$ cat src/rtl/muldiv_pkg.sv
// Shared types and constants for the multiply/divide unit.
package muldiv_pkg;

    typedef enum logic [1:0] {
        S_IDLE,
        S_MUL,
        S_DIV,
        S_FIX
    } state_e;

    typedef enum logic {
        HI_FROM_REM,
        HI_FROM_DIVIDEND
    } hi_src_e;

    localparam int unsigned DIV_ITERS_DEFAULT = 32;

    // Divide by zero: LO saturates, HI returns the dividend unchanged.
    localparam logic [31:0] DZ_LO     = 32'hFFFF_FFFF;
    localparam hi_src_e     DZ_HI_SRC = HI_FROM_DIVIDEND;

    function automatic logic [31:0] mag32(input logic [31:0] v, input logic is_signed);
        return (is_signed && v[31]) ? (~v + 32'd1) : v;
    endfunction

endpackage

$ cat src/rtl/muldiv_if.sv
// Request/result bundle between instruction decode/issue and the multiply/divide unit.
interface muldiv_if;

    logic        req_valid;
    logic        is_mult;
    logic        is_multu;
    logic        is_div;
    logic        is_divu;
    logic        is_mul_gpr;
    logic        hi_wen;
    logic        lo_wen;
    logic [31:0] src_a;
    logic [31:0] src_b;
    logic        cancel;
    logic        busy;
    logic        done;
    logic [31:0] hi;
    logic [31:0] lo;
    logic [31:0] product;

    modport master (
        output req_valid, is_mult, is_multu, is_div, is_divu, is_mul_gpr,
               hi_wen, lo_wen, src_a, src_b, cancel,
        input  busy, done, hi, lo, product
    );

    modport slave (
        input  req_valid, is_mult, is_multu, is_div, is_divu, is_mul_gpr,
               hi_wen, lo_wen, src_a, src_b, cancel,
        output busy, done, hi, lo, product
    );

endinterface

$ cat src/rtl/muldiv_unit_div_core.sv
// Unsigned restoring radix-2 divider: one quotient bit per cycle on magnitudes.
module div_core
    import muldiv_pkg::*;
#(
    parameter int unsigned DIV_ITERS = DIV_ITERS_DEFAULT
) (
    input  logic        clk,
    input  logic        resetn,
    input  logic        start,
    input  logic        clear,
    input  logic [31:0] dividend,
    input  logic [31:0] divisor,
    output logic        done,
    output logic [31:0] quot,
    output logic [31:0] rem
);

    localparam int unsigned      CNT_W = (DIV_ITERS > 1) ? $clog2(DIV_ITERS) : 1;
    localparam logic [CNT_W-1:0] LAST  = CNT_W'(DIV_ITERS - 1);

    logic [63:0]      rq;
    logic [63:0]      rq_next;
    logic [31:0]      dvsr;
    logic [33:0]      diff;
    logic [CNT_W-1:0] count;
    logic             running;

    // Shifted remainder is 33 bits wide; a non-negative difference always fits in 32.
    always_comb begin
        diff = {1'b0, rq[63:31]} - {2'b00, dvsr};
        if (diff[33:32] == 2'b00) begin
            rq_next = {diff[31:0], rq[30:0], 1'b1};
        end else begin
            rq_next = {rq[62:0], 1'b0};
        end
    end

    always_ff @(posedge clk or negedge resetn) begin
        if (!resetn) begin
            rq      <= '0;
            dvsr    <= '0;
            count   <= '0;
            running <= 1'b0;
        end else if (clear) begin
            count   <= '0;
            running <= 1'b0;
        end else if (start) begin
            rq      <= {32'd0, dividend};
            dvsr    <= divisor;
            count   <= '0;
            running <= 1'b1;
        end else if (running) begin
            rq <= rq_next;
            if (count == LAST) begin
                count   <= '0;
                running <= 1'b0;
            end else begin
                count <= count + 1'b1;
            end
        end
    end

    // High during the final step, so the caller can leave DIV on the same edge.
    assign done = running && (count == LAST);
    assign quot = rq[31:0];
    assign rem  = rq[63:32];

endmodule

$ cat src/rtl/muldiv_unit.sv
// Execute-stage multiply/divide unit owning HI/LO; 2-cycle multiply, iterative divide.
module muldiv_unit
    import muldiv_pkg::*;
#(
    parameter int unsigned DIV_ITERS = DIV_ITERS_DEFAULT
) (
    input  logic     clk,
    input  logic     resetn,
    muldiv_if.slave  bus
);

    state_e      state;
    logic        busy_q;
    logic        done_q;
    logic [31:0] hi_q;
    logic [31:0] lo_q;
    logic [31:0] prod_q;

    logic [32:0] mul_a;
    logic [32:0] mul_b;
    logic        mul_gpr;
    logic [63:0] mul_full;

    logic        a_neg;
    logic        q_neg;
    logic        dz;
    logic [31:0] dz_dividend;

    logic        accept;
    logic        is_div_op;
    logic        div_signed;
    logic        start_div;
    logic        core_done;
    logic [31:0] core_quot;
    logic [31:0] core_rem;

    hi_src_e     hi_src;
    logic [31:0] fix_lo;
    logic [31:0] fix_hi;

    assign accept     = bus.req_valid & ~busy_q & ~bus.cancel;
    assign is_div_op  = bus.is_div | bus.is_divu;
    assign div_signed = bus.is_div;
    assign start_div  = accept & is_div_op & (bus.src_b != '0);

    // 33x33 signed product, taken modulo 2^64 on sign-extended operands.
    assign mul_full = {{31{mul_a[32]}}, mul_a} * {{31{mul_b[32]}}, mul_b};

    always_comb begin
        hi_src = dz ? DZ_HI_SRC : HI_FROM_REM;
        fix_lo = dz ? DZ_LO : (q_neg ? -core_quot : core_quot);
        if (hi_src == HI_FROM_DIVIDEND) begin
            fix_hi = dz_dividend;
        end else begin
            fix_hi = a_neg ? -core_rem : core_rem;
        end
    end

    div_core #(
        .DIV_ITERS(DIV_ITERS)
    ) u_div_core (
        .clk      (clk),
        .resetn   (resetn),
        .start    (start_div),
        .clear    (bus.cancel & (state != S_IDLE)),
        .dividend (mag32(bus.src_a, div_signed)),
        .divisor  (mag32(bus.src_b, div_signed)),
        .done     (core_done),
        .quot     (core_quot),
        .rem      (core_rem)
    );

    always_ff @(posedge clk or negedge resetn) begin
        if (!resetn) begin
            state       <= S_IDLE;
            busy_q      <= 1'b0;
            done_q      <= 1'b0;
            hi_q        <= '0;
            lo_q        <= '0;
            prod_q      <= '0;
            mul_a       <= '0;
            mul_b       <= '0;
            mul_gpr     <= 1'b0;
            a_neg       <= 1'b0;
            q_neg       <= 1'b0;
            dz          <= 1'b0;
            dz_dividend <= '0;
        end else begin
            done_q <= 1'b0;
            case (state)
                S_IDLE: begin
                    if (accept) begin
                        if (is_div_op) begin
                            a_neg       <= div_signed & bus.src_a[31];
                            q_neg       <= div_signed & (bus.src_a[31] ^ bus.src_b[31]);
                            dz          <= (bus.src_b == '0);
                            dz_dividend <= bus.src_a;
                            busy_q      <= 1'b1;
                            state       <= (bus.src_b == '0) ? S_FIX : S_DIV;
                        end else if (bus.is_mult | bus.is_multu) begin
                            mul_a   <= {bus.is_mult & bus.src_a[31], bus.src_a};
                            mul_b   <= {bus.is_mult & bus.src_b[31], bus.src_b};
                            mul_gpr <= bus.is_mul_gpr;
                            busy_q  <= 1'b1;
                            state   <= S_MUL;
                        end else begin
                            if (bus.hi_wen) hi_q <= bus.src_a;
                            if (bus.lo_wen) lo_q <= bus.src_a;
                        end
                    end
                end
                S_MUL: begin
                    busy_q <= 1'b0;
                    state  <= S_IDLE;
                    if (!bus.cancel) begin
                        prod_q <= mul_full[31:0];
                        if (!mul_gpr) begin
                            hi_q <= mul_full[63:32];
                            lo_q <= mul_full[31:0];
                        end
                        done_q <= 1'b1;
                    end
                end
                S_DIV: begin
                    if (bus.cancel) begin
                        busy_q <= 1'b0;
                        state  <= S_IDLE;
                    end else if (core_done) begin
                        state <= S_FIX;
                    end
                end
                S_FIX: begin
                    busy_q <= 1'b0;
                    state  <= S_IDLE;
                    if (!bus.cancel) begin
                        hi_q   <= fix_hi;
                        lo_q   <= fix_lo;
                        done_q <= 1'b1;
                    end
                end
                default: begin
                    busy_q <= 1'b0;
                    state  <= S_IDLE;
                end
            endcase
        end
    end

    assign bus.busy    = busy_q;
    assign bus.done    = done_q;
    assign bus.hi      = hi_q;
    assign bus.lo      = lo_q;
    assign bus.product = prod_q;

endmodule

$ cat src/flat_wrapper.sv
// flat-port wrapper written by rule: the top's interface ports become plain ports
module muldiv_unit_flat import muldiv_pkg::*;
#(
    parameter int unsigned DIV_ITERS = DIV_ITERS_DEFAULT
)
  (clk, resetn, bus_req_valid, bus_is_mult, bus_is_multu, bus_is_div, bus_is_divu, bus_is_mul_gpr, bus_hi_wen, bus_lo_wen, bus_src_a, bus_src_b, bus_cancel, bus_busy, bus_done, bus_hi, bus_lo, bus_product);
  muldiv_if bus_i ();
  input  logic clk;
  input  logic resetn;
  input wire logic [$bits(bus_i.req_valid)-1:0] bus_req_valid;
  input wire logic [$bits(bus_i.is_mult)-1:0] bus_is_mult;
  input wire logic [$bits(bus_i.is_multu)-1:0] bus_is_multu;
  input wire logic [$bits(bus_i.is_div)-1:0] bus_is_div;
  input wire logic [$bits(bus_i.is_divu)-1:0] bus_is_divu;
  input wire logic [$bits(bus_i.is_mul_gpr)-1:0] bus_is_mul_gpr;
  input wire logic [$bits(bus_i.hi_wen)-1:0] bus_hi_wen;
  input wire logic [$bits(bus_i.lo_wen)-1:0] bus_lo_wen;
  input wire logic [$bits(bus_i.src_a)-1:0] bus_src_a;
  input wire logic [$bits(bus_i.src_b)-1:0] bus_src_b;
  input wire logic [$bits(bus_i.cancel)-1:0] bus_cancel;
  output wire logic [$bits(bus_i.busy)-1:0] bus_busy;
  output wire logic [$bits(bus_i.done)-1:0] bus_done;
  output wire logic [$bits(bus_i.hi)-1:0] bus_hi;
  output wire logic [$bits(bus_i.lo)-1:0] bus_lo;
  output wire logic [$bits(bus_i.product)-1:0] bus_product;
  assign bus_i.req_valid = bus_req_valid;
  assign bus_i.is_mult = bus_is_mult;
  assign bus_i.is_multu = bus_is_multu;
  assign bus_i.is_div = bus_is_div;
  assign bus_i.is_divu = bus_is_divu;
  assign bus_i.is_mul_gpr = bus_is_mul_gpr;
  assign bus_i.hi_wen = bus_hi_wen;
  assign bus_i.lo_wen = bus_lo_wen;
  assign bus_i.src_a = bus_src_a;
  assign bus_i.src_b = bus_src_b;
  assign bus_i.cancel = bus_cancel;
  assign bus_busy = bus_i.busy;
  assign bus_done = bus_i.done;
  assign bus_hi = bus_i.hi;
  assign bus_lo = bus_i.lo;
  assign bus_product = bus_i.product;
  muldiv_unit #(.DIV_ITERS(DIV_ITERS)) u_core (.clk(clk), .resetn(resetn), .bus(bus_i));
endmodule
$ cat config.mk
export PLATFORM = sky130hd
export DESIGN_NAME = muldiv_unit_flat
export DESIGN_NICKNAME = d
export VERILOG_FILES = /design/src/rtl/muldiv_pkg.sv /design/src/rtl/muldiv_if.sv /design/src/rtl/muldiv_unit_div_core.sv /design/src/rtl/muldiv_unit.sv /design/src/flat_wrapper.sv
export SDC_FILE = /design/constraint.sdc
export NUM_CORES = 2
export LEC_CHECK = 0
export ABC_AREA = 1
export CELL_PAD_IN_SITES_DETAIL_PLACEMENT = 0
export CELL_PAD_IN_SITES_GLOBAL_PLACEMENT = 1
export CORE_ASPECT_RATIO = 0.9
export CORE_MARGIN = 2
export CORE_UTILIZATION = 49
export DETAILED_ROUTE_END_ITERATION = 6
export GPL_ROUTABILITY_DRIVEN = 0
export GPL_TIMING_DRIVEN = 0
export PLACE_DENSITY_LB_ADDON = 0.1
export REMOVE_ABC_BUFFERS = 1
export SYNTH_ARGS = -nofsm -noshare
export SYNTH_HDL_FRONTEND = slang
export SYNTH_SLANG_ARGS = --single-unit
$ cat constraint.sdc
create_clock -name clk -period 10.4 [get_ports clk]
set_clock_uncertainty 0.05 [all_clocks]
set_input_delay 1.04 -clock clk [delete_from_list [all_inputs] [get_ports clk]]
set_output_delay 1.04 -clock clk [all_outputs]
set_load 0.1 [all_outputs]
==> results by group <==
CTS
  – Setup repair bufs after CTS: 0
  – H-Tree Depth: 2
  – CTS Sinks: 304
  – CTS tree: done
  – Root Driver: clkbuf_16
  – Post-CTS resize count: 0
  – Clk slew on worst S/H paths: 0.06 ns
  – Max Root-Sink Buffers: 3
  – Hold_buf cts: 0
  – Num CTS Buffers: 36
  – Clk_lat worst skew: 0.57 ns

Detailed routing
  – Post-Route WL: 194 mm
  – Starting DRT DRC Count: 4158
  – Via/cell ratio: 5.31
  – Mean routed wirelength per cell: 20.3 µm
  – TritonRoute pass-1 iters: 6
  – DRT antenna net count: 0
  – DRC: 0
  – Via count: 50570

Setup path
  – Critical path's slowest cell: dfrtp_1
  – Endpoint class of the critical path: flop
  – Worst path max stage delay: 1.23 ns
  – CP Class: reg2reg
  – WP buf/inv: 5
  – Crit Path Max Fanout: 32
  – Crit-path leading delay family: adder cells
  – Critical Path AT: 9.41 ns
  – Worst-path cell chain: nand2_1 > inv_1 > fa_1 > fa_1 > fa_1 > fa_1 > inv_1 > fa_1 > inv_1 > fa_1 > fa_1 > inv_1 > fa_1 > inv_1 > ha_1 > nand2_1 > nor3_1 > nand2_1 > nor3_1 > nand2_1 > nand4_1 > nand3_1 > a21boi_1
  – Most common cell on crit path: fa_1
  – Critical Path Source Type: flop
  – Req. time, crit path: 10.84 ns

Outcome
  – Failing checks: max-capacitance violations, max-slew violations
  – Outcome: finished, violations left

Logic synthesis
  – Synth Flop Type: dfrtp_1
  – Combinational family with the most area after synthesis: adder cells
  – Register bit total from synthesis: 304
  – Compound-gate portion of the synthesized area: 0.0662
  – Simple-Gate Fraction of Synth Area: 0.211
  – Most frequent cells after synthesis: 2087 x nand2_1, 2071 x inv_1, 1126 x fa_1
  – Synth Area in Adders: 0.429
  – Syn Area/Cell: 7.44 µm²
  – Most numerous cell in the Yosys netlist: nand2_1
  – Yosys cell types: 52
  – Synth top area cells: fa_1 38%, nand2_1 13%, inv_1 13%
  – Leading area contributor after synthesis: fa_1
  – Xor and xnor area share after synthesis: 0.0102
  – Seq/Total Area, Yosys: 0.127
  – Post-synthesis instance total: 8046
  – Async SR Flop Fraction: 1.00
  – Area of the mapped netlist: 59800 µm²
  – Post-synth EDFFs: 0
  – Yosys top cell area share: 0.377
  – Warnings from Yosys: 0
  – Mux contribution to synthesized area: 0

Die
  – Initial Util: 0.494
  – I/O Pins: 173
  – Die X: 372 µm
  – Core Area: 121000 µm²
  – Die Y: 336 µm
  – Die footprint: 125000 µm²
  – # rows: 121

Timing
  – Fin. max-slew vios: 28
  – Pin slew with the least headroom to its limit: 1.51 ns
  – Slew headroom: -0.00907
  – Min Clock Period, post-route: 8.97 ns
  – Final Hold Fails: 0
  – Final setup fails: 0
  – Fmax: 0.112 GHz
  – Period utilization: 0.862
  – Worst Setup Slack, final: 1.43 ns
  – RSZ-0062 raised after global routing: false

Cells and area
  – Util after Layout: 0.529
  – Area occupied by registers: 7690 µm²
  – Antenna cells: 0
  – Filler cells: 11938
  – Multi-input gate area: 42900 µm²
  – Synth-to-Final Area Change: 7.10%
  – Final non-filler cell total: 9532
  – Nets: 9357
  – Layout cells sized above 1: 0.0314

GRT
  – Largest net degree at the start of global routing: 82
  – Total gr overflow: 0
  – Vias in the first global route: 51396
  – First-pass GRT wire length: 305 mm
  – Antenna violations before repair: 3
  – Total GRT Usage: 0.319

Run
  – Maxcap violations: 1

Place
  – # port buffers: 172
  – DP HPWL: 159 mm
  – Placed Cells incl. Taps: 9466
  – Worst slack at placement: 1.51 ns

Hold path
  – Min-delay worst type: in2async
==> cell families (layout without fill, tap and decap cells) <==
group	Yosys count	in the layout
and+or+nand+nor	3094	3094
buffers and inverters	2472	2359
xor gates and xnor gates	70	70
DFF	304	304
adders and majority gates	1376	1376
AOI/OAI and AO/OA	730	730
==> worst paths after layout <==
path                                               end                   start  slack, ns  depth (start not counted)
worst max register to register       u_core.bus.hi[19]        u_core.mul_a[32]       1.43                         23
max in group asynchronous             u_core.mul_b[29]                  resetn       8.31                          4
min in group clk                u_core.dz_dividend[21]  u_core.dz_dividend[21]       0.44                          2
worst max-delay path                 u_core.bus.hi[19]        u_core.mul_a[32]       1.43                         23
worst min register to register  u_core.dz_dividend[21]  u_core.dz_dividend[21]       0.44                          2
worst min-delay path            u_core.bus.product[29]                  resetn       0.40                          1
==> state kept, by name (all words and copies together) (netlist names), 2 cells and up <==
| name | cells |
|---|---|
| u_core.bus.hi | 32 |
| u_core.mul_b | 33 |
| u_core.u_div_core.dvsr | 32 |
| u_core.bus.product | 32 |
| u_core.state | 2 |
| u_core.bus.lo | 32 |
| u_core.mul_a | 33 |
| u_core.u_div_core.rq | 64 |
| u_core.dz_dividend | 32 |
| u_core.u_div_core.count | 5 |
==> layout by cell type (no fill, tap or decap), types with 15 or more instances in the layout <==
| cell type | Yosys | final |
|---|---|---|
| o211ai_1 | 33 | 33 |
| nand4_1 | 61 | 61 |
| nand2_1 | 2087 | 2086 |
| xnor2_1 | 25 | 25 |
| o21bai_1 | 16 | 16 |
| clkdlybuf4s50_1 | 0 | 170 |
| inv_2 | 15 | 15 |
| fa_1 | 1126 | 1126 |
| or2_2 | 45 | 45 |
| a21oi_1 | 198 | 198 |
| o21ai_0 | 395 | 395 |
| xor2_1 | 45 | 45 |
| buf_12 | 0 | 20 |
| dfrtp_1 | 304 | 240 |
| ha_1 | 250 | 250 |
| dfrtp_2 | 0 | 64 |
| nand3_1 | 359 | 359 |
| inv_1 | 2071 | 2069 |
| clkbuf_16 | 0 | 36 |
| nand3b_1 | 23 | 23 |
| o21ai_1 | 22 | 22 |
| nor3_1 | 59 | 59 |
| nor2_1 | 427 | 427 |
==> stage by stage <==
step | TNS [ns] | area, µm² | hold slack, ns
2_1_floorplan | 0 | 58300 | 0.398
3_3_place_gp | -1708.81 | 62000 | 0.417
3_5_place_dp | 0 | 62800 | 0.425
4_1_cts | 0 | 64100 | 0.416
5_1_grt | 0 | 64100 | 0.441
6_report | 0 | 64100 | 0.396
==> worst register-to-register path: stages (launching register included) <==
cell	delay [ns]
dfrtp_1	1.23
nand2_1	0.26
inv_1	0.19
fa_1	0.49
fa_1	0.56
fa_1	0.90
fa_1	0.63
inv_1	0.51
fa_1	0.53
inv_1	0.09
fa_1	0.41
fa_1	0.52
inv_1	0.06
fa_1	0.52
inv_1	0.05
ha_1	0.41
nand2_1	0.17
nor3_1	0.44
nand2_1	0.13
nor3_1	0.16
nand2_1	0.12
nand4_1	0.13
nand3_1	0.16
a21boi_1	0.18
==> per-layer routing <==
metal	GRT usage	vias up	share of wire	routed length (µm)
met1	0.466	25350	0.44	86200
met4	0.100	0	0.037	7120
li1	-	23178	-	-
met5	0	-	0	0
met3	0.0279	262	0.065	12500
met2	0.503	1780	0.45	87900
==> area by class of cell <==
type | count | share of cell area
timing repair buffer | 204 | 0.0383
tap | 1599 | 0.0312
sequential | 304 | 0.120
clock buffer | 45 | 0.0155
inverter | 2090 | 0.122
multi-input combinational | 5270 | 0.669
clock inverter | 20 | 0.00348
Power is not shown: default switching activity piles up to over one toggle a cycle in this logic, so the estimate is an artifact.
